### config.mk
export PLATFORM = sky130hd
export DESIGN_NAME = acc_trua
export DESIGN_NICKNAME = d
export VERILOG_FILES = /design/src/rtl/adder_pkg.sv /design/src/rtl/Adder_trua.sv /design/src/rtl/acc_trua.sv
export SDC_FILE = /design/constraint.sdc
export NUM_CORES = 1
export LEC_CHECK = 0
export ABC_AREA = 1
export CORE_ASPECT_RATIO = 0.7
export CORE_MARGIN = 2
export CORE_UTILIZATION = 38
export CTS_BUF_LIST = sky130_fd_sc_hd__clkbuf_8
export DETAILED_ROUTE_END_ITERATION = 10
export MAX_ROUTING_LAYER = met4
export PLACE_DENSITY = 0.58
export SYNTH_ARGS = -nofsm -noshare
export SYNTH_HDL_FRONTEND = slang
export SYNTH_SLANG_ARGS = --single-unit
### constraint.sdc
create_clock -name clk -period 4.5 [get_ports clk]
set_input_delay 0.9 -clock clk [delete_from_list [all_inputs] [get_ports clk]]
set_output_delay 0.9 -clock clk [all_outputs]
set_load 0.005 [all_outputs]
### src/rtl/adder_pkg.sv
// Shared definitions for the truncated-approximate adder family.
package adder_pkg;

  typedef enum logic [1:0] {IDLE, ACC, DONE} acc_state_e;

  // Clear the low ignore_bit bits; a value carries no information below them.
  function automatic logic [63:0] approx_mask(input logic [63:0] value, input int ignore_bit);
    return value & ~((64'd1 << ignore_bit) - 64'd1);
  endfunction

  // Clamp a 64-bit signed value into the signed range of 'width' bits.
  function automatic logic [63:0] sat_clip(input logic [63:0] value, input int width);
    logic signed [63:0] v, hi, lo;
    v  = signed'(value);
    hi = (64'sd1 <<< (width - 1)) - 64'sd1;
    lo = -(64'sd1 <<< (width - 1));
    if (v > hi)      return hi;
    else if (v < lo) return lo;
    else             return value;
  endfunction

endpackage

### src/rtl/Adder_trua.sv
// Combinational truncated adder: operands sign-extended to WIDTH_B+1 bits,
// low IGNORE_BIT bits dropped before the add so no carry leaves that region.
module Adder_trua import adder_pkg::*; #(
  parameter int WIDTH_A    = 8,
  parameter int WIDTH_B    = 16,
  parameter int IGNORE_BIT = 2
) (
  input  logic [WIDTH_A-1:0] A,
  input  logic [WIDTH_B-1:0] B,
  input  logic               Carry,
  output logic [WIDTH_B:0]   Sum
);
  localparam int W = WIDTH_B + 1;

  logic [W-1:0] a_x, b_x;
  logic         cin;

  assign a_x = {{(W - WIDTH_A){A[WIDTH_A-1]}}, A};
  assign b_x = {B[WIDTH_B-1], B};
  // A carry-in lands in the ignored region unless nothing is ignored.
  assign cin = (IGNORE_BIT == 0) ? Carry : 1'b0;

  // Sum of the masked operands, kept to W bits (cannot overflow W).
  assign Sum = W'(approx_mask(64'(a_x), IGNORE_BIT) + approx_mask(64'(b_x), IGNORE_BIT) + 64'(cin));

endmodule

### src/rtl/acc_trua.sv
// Streaming truncated-approximate packet accumulator with valid/ready result.
module acc_trua import adder_pkg::*; #(
  parameter int IGNORE_BIT = 2,
  parameter int WIDTH_IN   = 8,
  parameter int WIDTH_ACC  = 16,
  parameter int SATURATE   = 1
) (
  input  logic                 clk,
  input  logic                 rst_n,
  input  logic                 in_valid,
  output logic                 in_ready,
  input  logic [WIDTH_IN-1:0]  in_data,
  input  logic                 in_last,
  input  logic                 clear,
  output logic                 out_valid,
  input  logic                 out_ready,
  output logic [WIDTH_ACC-1:0] out_data,
  output logic                 out_ovf
);
  acc_state_e           state_q, state_d;
  logic [WIDTH_ACC-1:0] acc_q, acc_d, add_b, res;
  logic [WIDTH_ACC-1:0] out_data_q, out_data_d;
  logic                 ovf_q, ovf_d, out_ovf_q, out_ovf_d;
  logic [WIDTH_ACC:0]   s;
  logic [63:0]          s_ext;
  logic                 ovf_s, accept;

  // The first operand of a packet adds to zero, not to the stale accumulator.
  assign add_b = (state_q == IDLE) ? '0 : acc_q;

  Adder_trua #(
    .WIDTH_A   (WIDTH_IN),
    .WIDTH_B   (WIDTH_ACC),
    .IGNORE_BIT(IGNORE_BIT)
  ) u_add (
    .A    (in_data),
    .B    (add_b),
    .Carry(1'b0),
    .Sum  (s)
  );

  // s has one guard bit; disagreement with the WIDTH_ACC sign bit is overflow.
  assign ovf_s = s[WIDTH_ACC] ^ s[WIDTH_ACC-1];
  assign s_ext = {{(63 - WIDTH_ACC){s[WIDTH_ACC]}}, s};
  // Re-masking after the clamp turns the positive limit into MAXQ.
  assign res   = (SATURATE != 0)
               ? WIDTH_ACC'(approx_mask(sat_clip(s_ext, WIDTH_ACC), IGNORE_BIT))
               : s[WIDTH_ACC-1:0];

  assign in_ready  = (state_q != DONE);
  assign out_valid = (state_q == DONE);
  assign out_data  = out_data_q;
  assign out_ovf   = out_ovf_q;
  assign accept    = in_valid && in_ready;

  // Next-state: clear beats everything, including a same-cycle operand.
  always_comb begin
    state_d    = state_q;
    acc_d      = acc_q;
    ovf_d      = ovf_q;
    out_data_d = out_data_q;
    out_ovf_d  = out_ovf_q;
    if (clear) begin
      state_d = IDLE;
      acc_d   = '0;
      ovf_d   = 1'b0;
    end else begin
      case (state_q)
        IDLE, ACC: begin
          if (accept) begin
            acc_d = res;
            ovf_d = ((state_q == ACC) ? ovf_q : 1'b0) | ovf_s;
            if (in_last) begin
              state_d    = DONE;
              out_data_d = res;
              out_ovf_d  = ovf_d;
            end else begin
              state_d = ACC;
            end
          end
        end
        DONE: begin
          if (out_ready) begin
            state_d = IDLE;
            acc_d   = '0;
            ovf_d   = 1'b0;
          end
        end
        default: state_d = IDLE;
      endcase
    end
  end

  // State and datapath registers.
  always_ff @(posedge clk or negedge rst_n) begin
    if (!rst_n) begin
      state_q    <= IDLE;
      acc_q      <= '0;
      ovf_q      <= 1'b0;
      out_data_q <= '0;
      out_ovf_q  <= 1'b0;
    end else begin
      state_q    <= state_d;
      acc_q      <= acc_d;
      ovf_q      <= ovf_d;
      out_data_q <= out_data_d;
      out_ovf_q  <= out_ovf_d;
    end
  end

endmodule

==> summary.md, run 1 <==
| Metric | Value |
|---|---|
| Commonest cells post-synth | `158 x nand2_1, 47 x inv_1, 32 x dfrtp_1` |
| Total track usage | `0.173` |
| Worst EP required | `4660 ps` |
| Largest stage delay on the critical path | `approximately 620 ps` |
| Proportion of layout cells with a drive suffix above 1 | `0.0734` |
| Mapped Avg Cell Area | `about 6.5 sq um` |
| Nets | `~430` |
| Final core utilization | `0.460` |
| Sequential share of the synthesized area | `0.336` |
| Core ar. | `around 6000 sq um` |
| Htree depth | `2` |
| Hold crit path type | `reg -> reg` |
| Max-Cap Viols | `0` |
| Placer Congestion | `roughly 0.83` |
| CP Cell Sequence | `clkdlybuf4s50_1 -> ha_1 -> nand2_1 -> inv_2 -> a21oi_1 -> nand2_1 -> nand2_1 -> nand2_1 -> nand2_1 -> nand2_2 -> inv_1 -> ha_1 -> clkinv_1 -> nand3_1 -> nand2_2 -> nand2_1 -> nand2_1` |
| Clock Skew | `about 4.4 ps` |
| Die height | `~70 um` |
| Top-count cell post-synth | `nand2_1` |
| Synth area leaders | `dfrtp_1 34%, nand2_1 25%, ha_1 8.4%, inv_1 7.4%, nand3_1 4.4%` |
| Relative slew slack | `0.568` |
| Synthesized area | `between 2000 and 2500 sq um` |
| CTS tree | `done` |
| Antenna diode count | `0` |
| Final period util | `0.817` |
| Initial DRC count | `around 100` |
| Post-synth top area share | `0.336` |
| Via density | `between 4 and 5` |
| Die ar. | `between 6000 and 7000 sq um` |
| Hold_buf cts | `0` |
| Max Root-Sink Buffers | `2` |
| Critical Path End Type | `register` |
| Vias in the first global route | `~2,100` |
| Rows | `24` |
| Post-route setup TNS | `0 ps` |
| Multi-input logic area | `approximately 1300 sq um` |
| DRT Pass-1 Iters | `4` |
| Worst vdd ir | `0.147 mV` |
| Crit path max-delay cell type | `clkdlybuf4s50_1` |
| Worst Path Arrival | `3840 ps` |
| Status | `finished clean` |
| First-pass GRT wire length | `between 9 and 10 mm` |
| Bufs and invs on worst path | `4` |
| Main synth FF type | `dfrtp_1` |
| Clock sink count | `32` |
| Largest net degree at the start of global routing | `33` |
| Crit path time final | `roughly 3700 ps` |
| Power Dens Cells | `about 320 nW/um^2` |
| Final WL | `about 5.5 mm` |
| CP dominant cell by count | `nand2_1` |
| Delay-heaviest family, CP | `buffers and inverters` |
| Clk_lat worst skew | `approximately 280 ps` |
| Detail Route Antenna Nets | `0` |
| Starting Density | `0.388` |
| Post-CTS Setup Repair Bufs | `0` |
| Crit path launch type | `input port` |
| Cell accounting for the most synthesized area | `dfrtp_1` |
| Area Growth Syn to Fin | `18.5%` |
| Post-DP HPWL | `~4.3 mm` |
| R2R Setup Slk | `1160 ps` |
| WL/cell | `approximately 12 um` |
| Crit path launch | `in_data[7]` |
| R2R depth | `19` |
| Unrepaired setup endpoints after global routing | `false` |
| Critical path class | `in -> reg` |
| RR Endpoint | `out_data[5]` |
| Yosys reg bits | `32` |
| F_max | `0.272 GHz` |
| DR DRC count | `0` |
| Critical Path Stages | `17` |
| Post-CTS sizing | `0` |
| Hold_sp | `out_data[4]` |
| Setup-failing EPs final | `0` |
| Async set or reset register ratio after synthesis | `1.00` |
| Clock-pin slew on the worst setup and hold paths | `roughly 60 ps` |
| Antenna violations before repair | `0` |
| TritonCTS Buffers | `5` |
| Pins Over Slew Limit | `0` |
| Die W | `~99 um` |
| Post-synth cell types | `30` |
| Final hold viol count | `0` |
| Ports | `33` |
| Crit-path max FO | `9` |
| Critical path endpoint | `out_data[5]` |
| Leakage | `~1.6 nW` |
| FF/Latch Area | `around 800 sq um` |
| Gr ovfl total | `0` |
| Worst r2r src | `state_q[1]` |
| Fillers | `667` |
| Worst Max-Slew Pin Slew | `around 650 ps` |
| Input/output buffers | `28` |
| Yosys warns | `0` |
| Number of synthesized flops with an enable pin | `0` |
| CTS Root Buffer Type | `clkbuf_8` |
| Vias post-DR | `2,179` |
| Post-Syn Instances | `about 360` |
## sequential cells by signal, summed over array words and instances (netlist names)
signal    count
ovf_q         1
out_ovf       1
acc_q        14
out_data     14
state_q       2
## tightest hold or removal path, cell delays in order (launching register included)
cell     delay [ps]
dfrtp_1         340
nand2_1          50
nand2_1          50
## cells in the final DEF (no fill, tap or decap)
master	netlist	routed
nor3_4	1	1
conb_1	1	2
clkdlybuf4s50_1	0	28
a31oi_1	1	1
or2_0	1	1
inv_1	47	49
buf_4	2	3
nand4_1	5	5
o22ai_2	1	1
ha_1	16	16
nor3_1	1	1
clkbuf_8	0	6
inv_2	3	3
nand2_4	1	1
nor3_2	1	1
o21ai_0	5	5
o31ai_1	1	1
nand3_1	21	21
nand2_1	158	158
fa_1	1	1
a22o_1	1	1
or2_2	3	3
nand3b_1	3	3
a21oi_1	10	10
dfrtp_1	32	32
and2_1	2	2
clkinv_1	1	1
nand2_2	10	10
nor2_1	28	28
## worst min-delay path by stage
stage / endpoint / depth (start not counted)
after global placement: acc_q[3] / 2
after floorplan: acc_q[3] / 2
after global routing: acc_q[9] / 2
after CTS: acc_q[3] / 2
after detailed placement: out_data[4] / 2
final: out_data[4] / 2
## final cells by class
class / count / share of cell area
clock buffer: 6 / 0.0293
clock inverter: 2 / 0.00266
inverter: 51 / 0.0679
multi-input combinational: 273 / 0.474
sequential: 32 / 0.284
tap: 78 / 0.0346
timing repair buffer: 31 / 0.107
## metrics by stage
step | setup WS [ps] | hold slack, ps | std cells | total power, mW | cell area, sq um
global route | 524 | 499 | 473 | 0.982 | 2820
finish | 821 | 477 | 473 | 0.910 | 2820
CTS | 793 | 482 | 473 | 0.921 | 2820
floorplan | 1690 | 443 | 365 | 0.558 | 2380
global placement | 544 | 462 | 465 | 0.691 | 2730
detailed placement | 511 | 465 | 465 | 0.695 | 2730
## power by group
group,switching (mW),internal (mW),total [mW]
Sequential,0.0294,0.341,0.371
Clock,0.104,0.120,0.224
Combinational,0.167,0.147,0.315
## cells by family after synthesis
kind of cell / share of synthesized area
AOI/OAI and AO/OA: 0.0463
adders and majority gates: 0.0925
buffers and inverters: 0.103
DFF: 0.336
other: 0.00158
and+or+nand+nor: 0.420
## routing by layer
metal,GRT usage,wire (um),vias to the layer above
met2,0.260,2350,37
met3,0.0370,210,2
li1,-,-,1177
met5,-,0,-
met4,0.0198,21,0
met1,0.250,2880,963
No activity file was read; power rests on OpenSTA's default activity.
==> run 2: changes to the inputs <==
--- a/config.mk
+++ b/config.mk
@@ -12,7 +12,7 @@
 export CTS_BUF_LIST = sky130_fd_sc_hd__clkbuf_8
 export DETAILED_ROUTE_END_ITERATION = 10
 export MAX_ROUTING_LAYER = met4
-export PLACE_DENSITY = 0.58
+export PLACE_DENSITY = 0.6
 export SYNTH_ARGS = -nofsm -noshare
 export SYNTH_HDL_FRONTEND = slang
 export SYNTH_SLANG_ARGS = --single-unit
==> constraint.sdc (replaced) <==
create_clock -name clk -period 3.2 [get_ports clk]
set_input_delay 0.64 -clock clk [delete_from_list [all_inputs] [get_ports clk]]
set_output_delay 0.64 -clock clk [all_outputs]
set_load 0.005 [all_outputs]
==> run 2 against run 1 <==
Non-clock buffer count grew 38. First-iteration DRC count grew 33%. Clock power grew 50%. Clock skew grew 2.6 ps. Setup slack lost 610 ps. Sequential share of layout area shrank 2.8 points. Clock-buffer cell count grew 1. Flip-flop and latch count is the same. Register-to-register slack lost 830 ps. Worst hold slack lost 0.51 ps. Sequential power grew 40%. Cell count grew 7.8%. Largest cell class unchanged. Largest power group unchanged. Highest routed layer unchanged.
==> summary.md, run 2 (synthesis gave the netlist of run 1 again) <==
| Metric | Value |
|---|---|
| Status | `finished clean` |
| DRT Pass-1 Iters | `4 (unchanged)` |
| Hold crit path type | `reg -> reg` |
| Worst slack, placed | `-68.6 ps (-580 ps)` |
| Post-DP HPWL | `4.52 mm (+5.0%)` |
| Setup-failing EPs final | `0 (unchanged)` |
| Core ar. | `6130 sq um (unchanged)` |
| Relative slew slack | `0.590 (+0.0220)` |
| CP Cell Sequence | `clkdlybuf4s50_1 -> buf_4 -> ha_1 -> nand2_1 -> inv_2 -> nand2_1 -> nand2_1 -> a21oi_1 -> nand3_1 -> nand2_2 -> inv_1 -> ha_1 -> buf_4 -> or2_2 -> nand2_2 -> nand2_1 -> nand2_1` |
| Non-filler cells, final | `510 (+7.8%)` |
| R2R depth | `16 (-3)` |
| Pins Over Slew Limit | `0 (unchanged)` |
| Proportion of layout cells with a drive suffix above 1 | `0.164 (+0.0909)` |
| Final worst-path setup slack | `212 ps (-609 ps)` |
| Crit path launch | `in_data[7]` |
| Rows | `24 (unchanged)` |
| Worst Path Arrival | `3200 ps (-640 ps)` |
| Largest net degree at the start of global routing | `33 (unchanged)` |
| Crit path time final | `~3000 ps` |
| CTS tree | `done` |
| Leakage | `1.78 nW (+11%)` |
| Combinational share of power | `0.371 (+0.025)` |
| Ports | `33 (unchanged)` |
| RR Endpoint | `acc_q[3]` |
| Worst Max-Slew Pin Slew | `613 ps (-32.9 ps)` |
| Clk_lat worst skew | `280 ps (about the same)` |
| Antenna diode count | `0 (unchanged)` |
| Gr ovfl total | `0 (unchanged)` |
| First-pass GRT wire length | `10.0 mm (+5.4%)` |
| Commonest non-fill, non-tap cell in the layout | `nand2_1` |
| Via density | `4.61 (about the same)` |
| Critical path endpoint | `acc_q[3]` |
| Clock-pin slew on the worst setup and hold paths | `60 ps (about the same)` |
| Post-CTS Setup Repair Bufs | `0 (unchanged)` |
| DR DRC count | `0 (unchanged)` |
| Critical path class | `in -> reg` |
| Clock sink count | `32 (unchanged)` |
| Critical Path End Type | `register` |
| Internal Pwr Total | `0.929 mW (+53%)` |
| Worst vdd ir | `0.239 mV (+63%)` |
| Hold_buf cts | `0 (unchanged)` |
| Worst r2r src | `state_q[0]` |
| Vias post-DR | `2,350 (+7.8%)` |
| Final hold viol count | `0 (unchanged)` |
| Input/output buffers | `28 (unchanged)` |
| Worst EP required | `3420 ps (-1240 ps)` |
| Post-route setup TNS | `0 ps (unchanged)` |
| Crit path launch type | `input port` |
| CP dominant cell by count | `nand2_1` |
| Crit path max-delay cell type | `clkdlybuf4s50_1` |
| Initial DRC count | `134 (+33%)` |
| Crit-path max FO | `9 (unchanged)` |
| WL/cell | `11.1 um (-4.2%)` |
| Clock share of power | `0.247 (about the same)` |
| Critical Path Stages | `17 (unchanged)` |
| Delay-heaviest family, CP | `simple AND/OR/NAND/NOR gates` |
| Starting Density | `0.388 (unchanged)` |
| CTS Root Buffer Type | `clkbuf_8` |
| Die W | `98.6 um (unchanged)` |
| P_sw | `0.435 mW (+44%)` |
| Detail Route Antenna Nets | `0 (unchanged)` |
| Placed Cells | `503 (+8.2%)` |
| Final period util | `0.934` |
| Max-Cap Viols | `0 (unchanged)` |
| Total track usage | `0.182 (+0.00859)` |
| Bufs and invs on worst path | `5 (+1)` |
| R2R Setup Slk | `330 ps (-830 ps)` |
| Placer Congestion | `0.854 (+2.4%)` |
| Fillers | `629 (-5.7%)` |
| Largest stage delay on the critical path | `400 ps (-220 ps)` |
| Final WL | `5.65 mm (+3.3%)` |
| TritonCTS Buffers | `5 (unchanged)` |
| Final core utilization | `0.511 (+0.0507)` |
| Sequential Power Share | `0.382 (-0.025)` |
| Die height | `70.2 um (unchanged)` |
| Antenna violations before repair | `0 (unchanged)` |
| Clock Skew | `7.01 ps (+2.64 ps)` |
| Power Dens Cells | `436 nW/um^2 (+35%)` |
| Unrepaired setup endpoints after global routing | `true` |
| F_max | `between 0.3 and 0.4 GHz` |
| Most frequent cells in the layout | `158 x nand2_1, 47 x inv_1, 41 x buf_4` |
| Htree depth | `2 (unchanged)` |
| Die ar. | `6920 sq um (unchanged)` |
| Nets | `463 (+8.9%)` |
| Area Growth Syn to Fin | `31.5%` |
| Switching share of total power | `0.319 (-0.0120)` |
| Max Root-Sink Buffers | `2 (unchanged)` |
| Vias in the first global route | `2,310 (+9.2%)` |
## run 2: worst min-delay path by stage
| stage | start | depth (start not counted) | to | slack (ps) |
|---|---|---|---|---|
| after detailed placement | acc_q[3] | 2 | acc_q[3] | 460 |
| after floorplan | rst_n | 0 | acc_q[10] | 340 |
| final | acc_q[3] | 2 | acc_q[3] | 480 |
| after global routing | out_data[11] | 2 | out_data[11] | 510 |
| after global placement | acc_q[3] | 2 | acc_q[3] | 460 |
| after CTS | acc_q[3] | 2 | acc_q[3] | 480 |
## run 2: layout make-up
class,instances,area [sq um],share of cell area
clock buffer,7,96.3,0.0308
sequential,32,801,0.256
tap,78,97.6,0.0312
multi-input combinational,273,1360,0.433
timing repair buffer,69,588,0.188
inverter,51,191,0.0612
## run 2: routing by layer
| metal | track usage | vias to the layer above | share of wire |
|---|---|---|---|
| li1 | - | 1252 | - |
| met1 | 0.261 | 1049 | 0.51 |
| met2 | 0.275 | 45 | 0.43 |
| met3 | 0.0380 | 4 | 0.050 |
| met4 | 0.0198 | 0 | 0.0051 |
| met5 | - | - | 0 |
## run 2: worst reg2reg max path, delay by kind of cell, from the launching register on
kind	cells	cell delay [ps]
adder cells (fa/ha/maj)	2	530
AO/OA/AOI/OAI	2	400
AND/OR/NAND/NOR	9	1080
buffers and inverters	3	400
flip-flops	1	410
## run 2: power groups by stage
stage | Sequential (mW) | Clock, mW | Combinational [mW]
2_1_floorplan | 0.527 | 0 | 0.257
3_3_place_gp | 0.526 | 0 | 0.503
3_5_place_dp | 0.528 | 0 | 0.508
4_1_cts | 0.522 | 0.338 | 0.510
5_1_grt | 0.533 | 0.356 | 0.577
6_report | 0.521 | 0.337 | 0.506
## run 2: repair_timing
action,CTS,global route
hold endpoints to repair,0,0
resized for setup,0,3
setup endpoints to repair,0,12
## run 2: per-stage QoR
stage	hold WS (ps)	area (sq um)	total power, mW
after global placement	458	3020	1.03
after floorplan	344	2380	0.784
after detailed placement	460	3020	1.04
after CTS	476	3110	1.37
final	476	3130	1.36
after global routing	509	3130	1.47
